$ cat src/rtl/grayscale_upsampler_if.sv
// Streaming bus of the grayscale upsampler: input pixel handshake, output pixel handshake, frame syncs.
// Latency: none, this file only groups wires.
// Backpressure: data_in_ready throttles the source, data_out_ready throttles the upsampler.
// Ports (slave = upsampler side):
//   data_in_valid/data_in_ready/data_in/vsync_in   source -> upsampler
//   data_out_valid/data_out_ready/data_out/vsync_out upsampler -> sink
interface grayscale_upsampler_if #(
  parameter int data_width = 8
) ();
  logic                  data_in_valid;
  logic                  data_in_ready;
  logic                  vsync_in;
  logic [data_width-1:0] data_in;
  logic                  data_out_valid;
  logic                  data_out_ready;
  logic                  vsync_out;
  logic [data_width-1:0] data_out;

  modport slave (
    input  data_in_valid, vsync_in, data_in, data_out_ready,
    output data_in_ready, data_out_valid, vsync_out, data_out
  );

  modport master (
    output data_in_valid, vsync_in, data_in, data_out_ready,
    input  data_in_ready, data_out_valid, vsync_out, data_out
  );
endinterface

$ cat src/rtl/grayscale_upsampler.sv
// Pixel-replicating upscaler: every input pixel becomes a scale_x x scale_y block of output pixels.
// Latency: pixel accepted at edge N is on data_out after edge N; one bubble at the start of replayed rows.
// Backpressure: output register holds while data_out_ready is low; input is only taken on the last replica.
// Ports:
//   clock   rising-edge clock
//   reset   asynchronous active-low reset
//   bus     grayscale_upsampler_if.slave (input/output handshakes, vsync_in, vsync_out)
module grayscale_upsampler #(
  parameter int data_width   = 8,
  parameter int image_width  = 160,
  parameter int image_height = 120,
  parameter int scale_x      = 2,
  parameter int scale_y      = 2
) (
  input logic                   clock,
  input logic                   reset,
  grayscale_upsampler_if.slave  bus
);

  localparam int XW  = (image_width  > 1) ? $clog2(image_width)  : 1;
  localparam int YW  = (image_height > 1) ? $clog2(image_height) : 1;
  localparam int SXW = (scale_x      > 1) ? $clog2(scale_x)      : 1;
  localparam int SYW = (scale_y      > 1) ? $clog2(scale_y)      : 1;
  // Read pointer needs one extra value to mark "whole row already fetched".
  localparam int RW  = $clog2(image_width + 1);

  localparam logic [XW-1:0]  X_LAST  = XW'(image_width - 1);
  localparam logic [YW-1:0]  Y_LAST  = YW'(image_height - 1);
  localparam logic [SXW-1:0] SX_LAST = SXW'(scale_x - 1);
  localparam logic [SYW-1:0] SY_LAST = SYW'(scale_y - 1);
  localparam logic [RW-1:0]  RD_END  = RW'(image_width);

  typedef enum logic {ROW0, REPLAY} state_t;

  state_t                state_q, state_d;
  logic [XW-1:0]         in_x_q, in_x_d;     // column of the pixel held (or next to load)
  logic [YW-1:0]         in_y_q, in_y_d;
  logic [SXW-1:0]        rep_x_q, rep_x_d;
  logic [SYW-1:0]        rep_y_q, rep_y_d;
  logic [RW-1:0]         rd_x_q, rd_x_d;     // next line-buffer address to fetch in REPLAY
  logic                  rd_pend_q, rd_pend_d; // rd_dat_q holds a fetched, not yet used word
  logic                  out_vld_q, out_vld_d;
  logic                  out_vs_q, out_vs_d;
  logic [data_width-1:0] out_dat_q, out_dat_d;

  logic [data_width-1:0] lb_mem [image_width];
  logic [data_width-1:0] rd_dat_q;

  logic                  wr_en, rd_en, in_rdy;
  logic [XW-1:0]         wr_addr, rd_addr;
  logic                  out_xfer, last_rep, retire, row_last, need, load, issue;

  always_comb begin
    state_d   = state_q;
    in_x_d    = in_x_q;
    in_y_d    = in_y_q;
    rep_x_d   = rep_x_q;
    rep_y_d   = rep_y_q;
    rd_x_d    = rd_x_q;
    rd_pend_d = rd_pend_q;
    out_vld_d = out_vld_q;
    out_vs_d  = out_vs_q;
    out_dat_d = out_dat_q;
    wr_en     = 1'b0;
    wr_addr   = in_x_q;
    rd_en     = 1'b0;
    rd_addr   = rd_x_q[XW-1:0];
    in_rdy    = 1'b0;
    load      = 1'b0;
    issue     = 1'b0;

    out_xfer = out_vld_q & bus.data_out_ready;
    last_rep = (rep_x_q == SX_LAST);
    retire   = out_xfer & last_rep;
    row_last = (in_x_q == X_LAST);
    need     = !out_vld_q | retire;

    if (bus.vsync_in) begin
      // Frame resync: drop everything in flight, including any prefetched word.
      state_d   = ROW0;
      in_x_d    = '0;
      in_y_d    = '0;
      rep_x_d   = '0;
      rep_y_d   = '0;
      rd_x_d    = '0;
      rd_pend_d = 1'b0;
      out_vld_d = 1'b0;
      out_vs_d  = 1'b0;
    end else begin
      if (out_xfer) begin
        out_vs_d = 1'b0;
        if (!last_rep) rep_x_d = rep_x_q + SXW'(1);
      end

      if (retire) begin
        out_vld_d = 1'b0;
        rep_x_d   = '0;
        if (row_last) begin
          in_x_d = '0;
          if (rep_y_q == SY_LAST) begin
            rep_y_d = '0;
            in_y_d  = (in_y_q == Y_LAST) ? '0 : in_y_q + YW'(1);
            state_d = ROW0;
          end else begin
            // Another copy of this row is due: start fetching address 0 right away.
            rep_y_d   = rep_y_q + SYW'(1);
            state_d   = REPLAY;
            rd_en     = 1'b1;
            rd_addr   = '0;
            rd_x_d    = RW'(1);
            rd_pend_d = 1'b1;
          end
        end else begin
          in_x_d = in_x_q + XW'(1);
        end
      end

      case (state_q)
        ROW0: begin
          // Once the last column is held and the row must be replayed, the next row waits.
          in_rdy = reset & need & !(out_vld_q & row_last & (rep_y_q != SY_LAST));
          if (in_rdy & bus.data_in_valid) begin
            wr_en     = 1'b1;
            wr_addr   = in_x_d;
            out_dat_d = bus.data_in;
            out_vld_d = 1'b1;
            rep_x_d   = '0;
            out_vs_d  = (in_x_d == '0) && (in_y_d == '0);
          end
        end
        REPLAY: begin
          load  = need & rd_pend_q;
          issue = (rd_x_q < RD_END) & (!rd_pend_q | load);
          if (load) begin
            out_dat_d = rd_dat_q;
            out_vld_d = 1'b1;
            rep_x_d   = '0;
            out_vs_d  = 1'b0;
          end
          // Refill the prefetch register in the same cycle it is consumed.
          if (issue) begin
            rd_en     = 1'b1;
            rd_addr   = rd_x_q[XW-1:0];
            rd_x_d    = rd_x_q + RW'(1);
            rd_pend_d = 1'b1;
          end else if (load) begin
            rd_pend_d = 1'b0;
          end
        end
        default: ;
      endcase
    end
  end

  always_ff @(posedge clock or negedge reset) begin
    if (!reset) begin
      state_q   <= ROW0;
      in_x_q    <= '0;
      in_y_q    <= '0;
      rep_x_q   <= '0;
      rep_y_q   <= '0;
      rd_x_q    <= '0;
      rd_pend_q <= 1'b0;
      out_vld_q <= 1'b0;
      out_vs_q  <= 1'b0;
      out_dat_q <= '0;
    end else begin
      state_q   <= state_d;
      in_x_q    <= in_x_d;
      in_y_q    <= in_y_d;
      rep_x_q   <= rep_x_d;
      rep_y_q   <= rep_y_d;
      rd_x_q    <= rd_x_d;
      rd_pend_q <= rd_pend_d;
      out_vld_q <= out_vld_d;
      out_vs_q  <= out_vs_d;
      out_dat_q <= out_dat_d;
    end
  end

  // Line buffer: plain RAM, no reset; contents are always rewritten before being replayed.
  always_ff @(posedge clock) begin
    if (wr_en) lb_mem[wr_addr] <= bus.data_in;
    if (rd_en) rd_dat_q <= lb_mem[rd_addr];
  end

  assign bus.data_in_ready  = in_rdy;
  assign bus.data_out_valid = out_vld_q;
  assign bus.vsync_out      = out_vs_q;
  assign bus.data_out       = out_dat_q;

endmodule

$ cat src/flat_wrapper.sv
// flat-port wrapper written by rule: the top's interface ports become plain ports
module grayscale_upsampler_flat 
#(
  parameter int data_width   = 8,
  parameter int image_width  = 160,
  parameter int image_height = 120,
  parameter int scale_x      = 2,
  parameter int scale_y      = 2
)
  (clock, reset, bus_data_in_valid, bus_vsync_in, bus_data_in, bus_data_out_ready, bus_data_in_ready, bus_data_out_valid, bus_vsync_out, bus_data_out);
  grayscale_upsampler_if #(.data_width(data_width)) bus_i ();
  input logic clock;
  input logic reset;
  input wire logic [$bits(bus_i.data_in_valid)-1:0] bus_data_in_valid;
  input wire logic [$bits(bus_i.vsync_in)-1:0] bus_vsync_in;
  input wire logic [$bits(bus_i.data_in)-1:0] bus_data_in;
  input wire logic [$bits(bus_i.data_out_ready)-1:0] bus_data_out_ready;
  output wire logic [$bits(bus_i.data_in_ready)-1:0] bus_data_in_ready;
  output wire logic [$bits(bus_i.data_out_valid)-1:0] bus_data_out_valid;
  output wire logic [$bits(bus_i.vsync_out)-1:0] bus_vsync_out;
  output wire logic [$bits(bus_i.data_out)-1:0] bus_data_out;
  assign bus_i.data_in_valid = bus_data_in_valid;
  assign bus_i.vsync_in = bus_vsync_in;
  assign bus_i.data_in = bus_data_in;
  assign bus_i.data_out_ready = bus_data_out_ready;
  assign bus_data_in_ready = bus_i.data_in_ready;
  assign bus_data_out_valid = bus_i.data_out_valid;
  assign bus_vsync_out = bus_i.vsync_out;
  assign bus_data_out = bus_i.data_out;
  grayscale_upsampler #(.data_width(data_width), .image_width(image_width), .image_height(image_height), .scale_x(scale_x), .scale_y(scale_y)) u_core (.clock(clock), .reset(reset), .bus(bus_i));
endmodule
$ cat config.mk
export PLATFORM = sky130hd
export DESIGN_NAME = grayscale_upsampler_flat
export DESIGN_NICKNAME = d
export VERILOG_FILES = /design/src/rtl/grayscale_upsampler_if.sv /design/src/rtl/grayscale_upsampler.sv /design/src/flat_wrapper.sv
export SDC_FILE = /design/constraint.sdc
export NUM_CORES = 2
export LEC_CHECK = 0
export ABC_AREA = 0
export CAP_MARGIN = 20
export CORE_MARGIN = 3
export CORE_UTILIZATION = 45
export CTS_CLUSTER_DIAMETER = 100
export DETAILED_ROUTE_END_ITERATION = 16
export PLACE_DENSITY = 0.67
export REMOVE_ABC_BUFFERS = 1
export SLEW_MARGIN = 20
export SYNTH_ARGS = -nofsm -noshare
export SYNTH_HDL_FRONTEND = slang
export SYNTH_SLANG_ARGS = --single-unit
$ cat constraint.sdc
create_clock -name clock -period 4.4 [get_ports clock]
set_input_delay 0.88 -clock clock [delete_from_list [all_inputs] [get_ports clock]]
set_output_delay 0.88 -clock clock [all_outputs]
set_load 0.01 [all_outputs]
==> out/qor.json <==
{
  "route.final.wire_length": {"value": 147100, "unit": "um"},
  "outcome": {"value": "complete, no violations"},
  "netlist_top_cells_area": {"value": "sky130_fd_sc_hd__edfxtp_1, sky130_fd_sc_hd__mux4_2, sky130_fd_sc_hd__mux2i_1"},
  "areaGrowthSynthToFinish": {"value": 17.33, "unit": "%"},
  "rsz0062_at_grt": {"value": "false"},
  "holdBufCountCts": {"value": 0},
  "path_cells": {"value": "clkdlybuf4s50_1 > and2_1 > ha_1 > buf_4 > nand2b_1 > buf_4 > o211ai_1 > nor2_1 > buf_4 > clkdlybuf4s50_1"},
  "cap_viol_max_count": {"value": 0},
  "crit_path_end_kind": {"value": "output port"},
  "final-seq-area": {"value": 39590, "unit": "um2"},
  "finalCoreUtilization": {"value": 53.68, "unit": "%"},
  "ys_dominant_reg_cell": {"value": "sky130_fd_sc_hd__edfxtp_1"},
  "max_freq": {"value": 236.7, "unit": "MHz"},
  "reg2reg_to": {"value": "u_core.rd_dat_q[4]"},
  "cpLargestDelayFamily": {"value": "buffers and inverters"},
  "multiInputGateArea": {"value": 13110, "unit": "um2"},
  "floorplan.die_area": {"value": 123300, "unit": "um2"},
  "synth-async-reset-ratio": {"value": 2.719, "unit": "%"},
  "synth_edf_count": {"value": 1288},
  "cell_area_placed": {"value": 58390, "unit": "um2"},
  "numClockSinks": {"value": 1324},
  "rrSetupSlack": {"value": 0.51, "unit": "ns"},
  "fp-row-count": {"value": 125},
  "syn-mean-instance-area": {"value": 16.00, "unit": "um2"},
  "synth_sequential_area_ratio": {"value": 73.85, "unit": "%"},
  "first_global_vias": {"value": 31840},
  "yosys_register_bits": {"value": 1324},
  "syn-cell-area": {"value": 53590, "unit": "um2"},
  "routedWlPerCell": {"value": 27.62, "unit": "um"},
  "dp_hpwl": {"value": 93770, "unit": "um"},
  "required": {"value": 3.52, "unit": "ns"},
  "io-pin-count": {"value": 24},
  "insertion_delay": {"value": 0.75, "unit": "ns"},
  "stdcell_area": {"value": 62880, "unit": "um2"},
  "die_height": {"value": 351.1, "unit": "um"},
  "cp_slowest_stage_delay": {"value": 0.54, "unit": "ns"},
  "cts_post_setup_buffers_inserted": {"value": 0},
  "cts.reportedPaths.clkPinSlew": {"value": 0.06, "unit": "ns"},
  "final.setup_skew": {"value": 0.03503, "unit": "ns"},
  "grt_antenna_before_repair": {"value": 2},
  "drc": {"value": 0},
  "grt_usage": {"value": 23.94, "unit": "%"},
  "period_needed": {"value": 4.224, "unit": "ns"},
  "critical_path.startpoint_type": {"value": "primary input"},
  "floorplan.die.width": {"value": 351.1, "unit": "um"},
  "synth_cell_types": {"value": 81},
  "tightestPinTransition": {"value": 1.123, "unit": "ns"},
  "holdCritPathClass": {"value": "primary input to async pin"},
  "worst_path_most_repeated_cell": {"value": "sky130_fd_sc_hd__buf_4"},
  "timing.final.ws_setup": {"value": 0.1759, "unit": "ns"},
  "r2r_cells": {"value": 13},
  "setup_total_negative_slack": {"value": 0, "unit": "ns"},
  "cp_num_buf_inv": {"value": 5},
  "critical_path_arrival": {"value": 3.34, "unit": "ns"},
  "num-nets-final": {"value": 3713},
  "numCtsBuffers": {"value": 135},
  "synth_area_leader_cell": {"value": "sky130_fd_sc_hd__edfxtp_1"},
  "crit_path_top_delay_cell": {"value": "sky130_fd_sc_hd__clkdlybuf4s50_1"},
  "worst-path-max-fanout": {"value": 11},
  "fill_cells": {"value": 9154},
  "layout_worst_path_cycle_share": {"value": 96.00, "unit": "%"},
  "ant_nets": {"value": 0},
  "max-clock-path-buffers": {"value": 3},
  "initial_core_util": {"value": 45.75, "unit": "%"},
  "grt_first_pass_wirelength": {"value": 216300, "unit": "um"},
  "path_class": {"value": "primary input to output port"},
  "root_buffer": {"value": "sky130_fd_sc_hd__clkbuf_16"},
  "maxSlewViolCount": {"value": 0},
  "power_density": {"value": 410.5, "unit": "nW/um2"},
  "max_slew_margin": {"value": 24.88, "unit": "%"},
  "worst_hold_check_slack": {"value": 0.2427, "unit": "ns"},
  "cts_tree": {"value": "built"},
  "cts.htree.levels": {"value": 4},
  "first_iter_violations": {"value": 4431},
  "count_of_instances_resized_after_the_clock_tree_is_built": {"value": 0},
  "ir_worst_vdd": {"value": 0.2763, "unit": "mV"},
  "p_leak": {"value": 0.02007, "unit": "uW"},
  "synthMostInstantiatedCell": {"value": "sky130_fd_sc_hd__edfxtp_1"},
  "grt_max_degree": {"value": 115},
  "vias": {"value": 32670},
  "place.port_buffers": {"value": 23},
  "grt_overflow_total": {"value": 0},
  "setup_viol": {"value": 0},
  "finalHoldViolations": {"value": 0},
  "pre_cts_slack": {"value": -0.2925, "unit": "ns"},
  "synth-warning-count": {"value": 0},
  "timing.rr.start": {"value": "u_core.bus.data_out_valid"},
  "synth_top_cell_area_share": {"value": 72.17, "unit": "%"},
  "netlist_top_cells_count": {"value": "sky130_fd_sc_hd__edfxtp_1, sky130_fd_sc_hd__nor2_1, sky130_fd_sc_hd__nand2_1, sky130_fd_sc_hd__mux2i_1, sky130_fd_sc_hd__mux4_2"},
  "drt-pass1-iter-count": {"value": 5},
  "viasPerCell": {"value": 6.133},
  "synthesis.instances": {"value": 3349},
  "layout-drive-gt1-share": {"value": 21.73, "unit": "%"},
  "gp_congestion": {"value": 0.9086},
  "core_area": {"value": 117100, "unit": "um2"}
}
## cells by family after synthesis
kind of cell	count (synthesis)	synth area share, %
AOI/OAI and AO/OA	634	8.386
xor gates and xnor gates	15	0.2451
adders and majority gates	4	0.09339
buffers and inverters	246	1.942
DFF	1324	73.85
muxes	329	8.900
and+or+nand+nor	797	6.584
## sequential cells by signal, summed over array words and instances (netlist names)
signal / count
u_core.lb_mem: 1280
u_core.bus.data_out: 8
u_core.in_x_q: 8
u_core.rd_dat_q: 8
u_core.rd_x_q: 8
u_core.in_y_q: 7
u_core.bus.data_out_valid: 1
u_core.bus.vsync_out: 1
u_core.last_rep: 1
u_core.rd_pend_q: 1
u_core.state_q: 1
## through the flow
stage               cells  power [uW]
global placement     5083       14510
global route         5325       26500
floorplan            3134       14170
detailed placement   5083       14520
CTS                  5325       25970
finish               5326       25810
## report_power, final
group | switching [uW] | internal [uW] | total [uW]
clock network | 4850 | 6710 | 11600
logic | 303 | 83.9 | 387
registers | 18.8 | 13800 | 13900
## routing by layer
layer / wire length [um] / share of wire (%) / vias up / global-route usage [%]
met5: 0 / 0 / - / 0
met4: 5514 / 3.7 / 0 / 9.112
met3: 13890 / 9.4 / 298 / 4.767
met2: 67300 / 46 / 1748 / 36.47
met1: 60370 / 41 / 16560 / 34.25
li1: - / - / 14060 / -
## worst max path at each step
stage / from / end / slack (ns) / cells after the start
after floorplan: u_core.rd_x_q[2] / u_core.rd_dat_q[0] / -8.77 / 7
after global placement: bus_data_out_ready / u_core.rd_dat_q[4] / -0.30 / 13
after detailed placement: bus_data_out_ready / u_core.rd_dat_q[4] / -0.29 / 13
after CTS: bus_data_out_ready / bus_data_in_ready / 0.23 / 10
after global routing: bus_data_out_ready / bus_data_in_ready / 0.08 / 10
final: bus_data_out_ready / bus_data_in_ready / 0.18 / 10
## placed cells by master, fill, tap and decap left out, drive strengths merged, types with 10 or more instances in the layout
cell,Yosys,final
o31a,13,13
nand3,109,109
a311oi,12,12
a31oi,53,53
clkinv,1,52
mux2i,157,157
nand4,18,18
nor2,301,301
nand2b,13,13
bufinv,0,14
mux2,60,60
a41oi,15,15
a211oi,22,22
nand2,241,241
clkdlybuf4s50,0,13
buf,111,412
or3,18,18
o22a,12,12
nor3,42,42
inv,30,38
mux4,112,112
o22ai,34,34
o211ai,41,41
a2bb2oi,18,18
a32oi,10,10
clkbuf,104,164
a221oi,41,41
edfxtp,1288,1288
a21oi,96,96
o21ai,100,100
xnor2,11,11
o31ai,31,31
dfrtp,36,36
o221ai,42,42
## layout make-up
| type | count | share of cell area, % |
|---|---|---|
| Clock inverter | 78 | 1.409 |
| Clock buffer | 164 | 5.727 |
| Tap cell | 1524 | 3.032 |
| Timing Repair Buffer | 425 | 5.842 |
| Inverter | 31 | 0.1851 |
| Antenna cell | 1 | 0.003980 |
| Sequential cell | 1324 | 62.96 |
| Multi-Input combinational cell | 1779 | 20.84 |
Note: power is estimated with default switching activity, not from simulation.
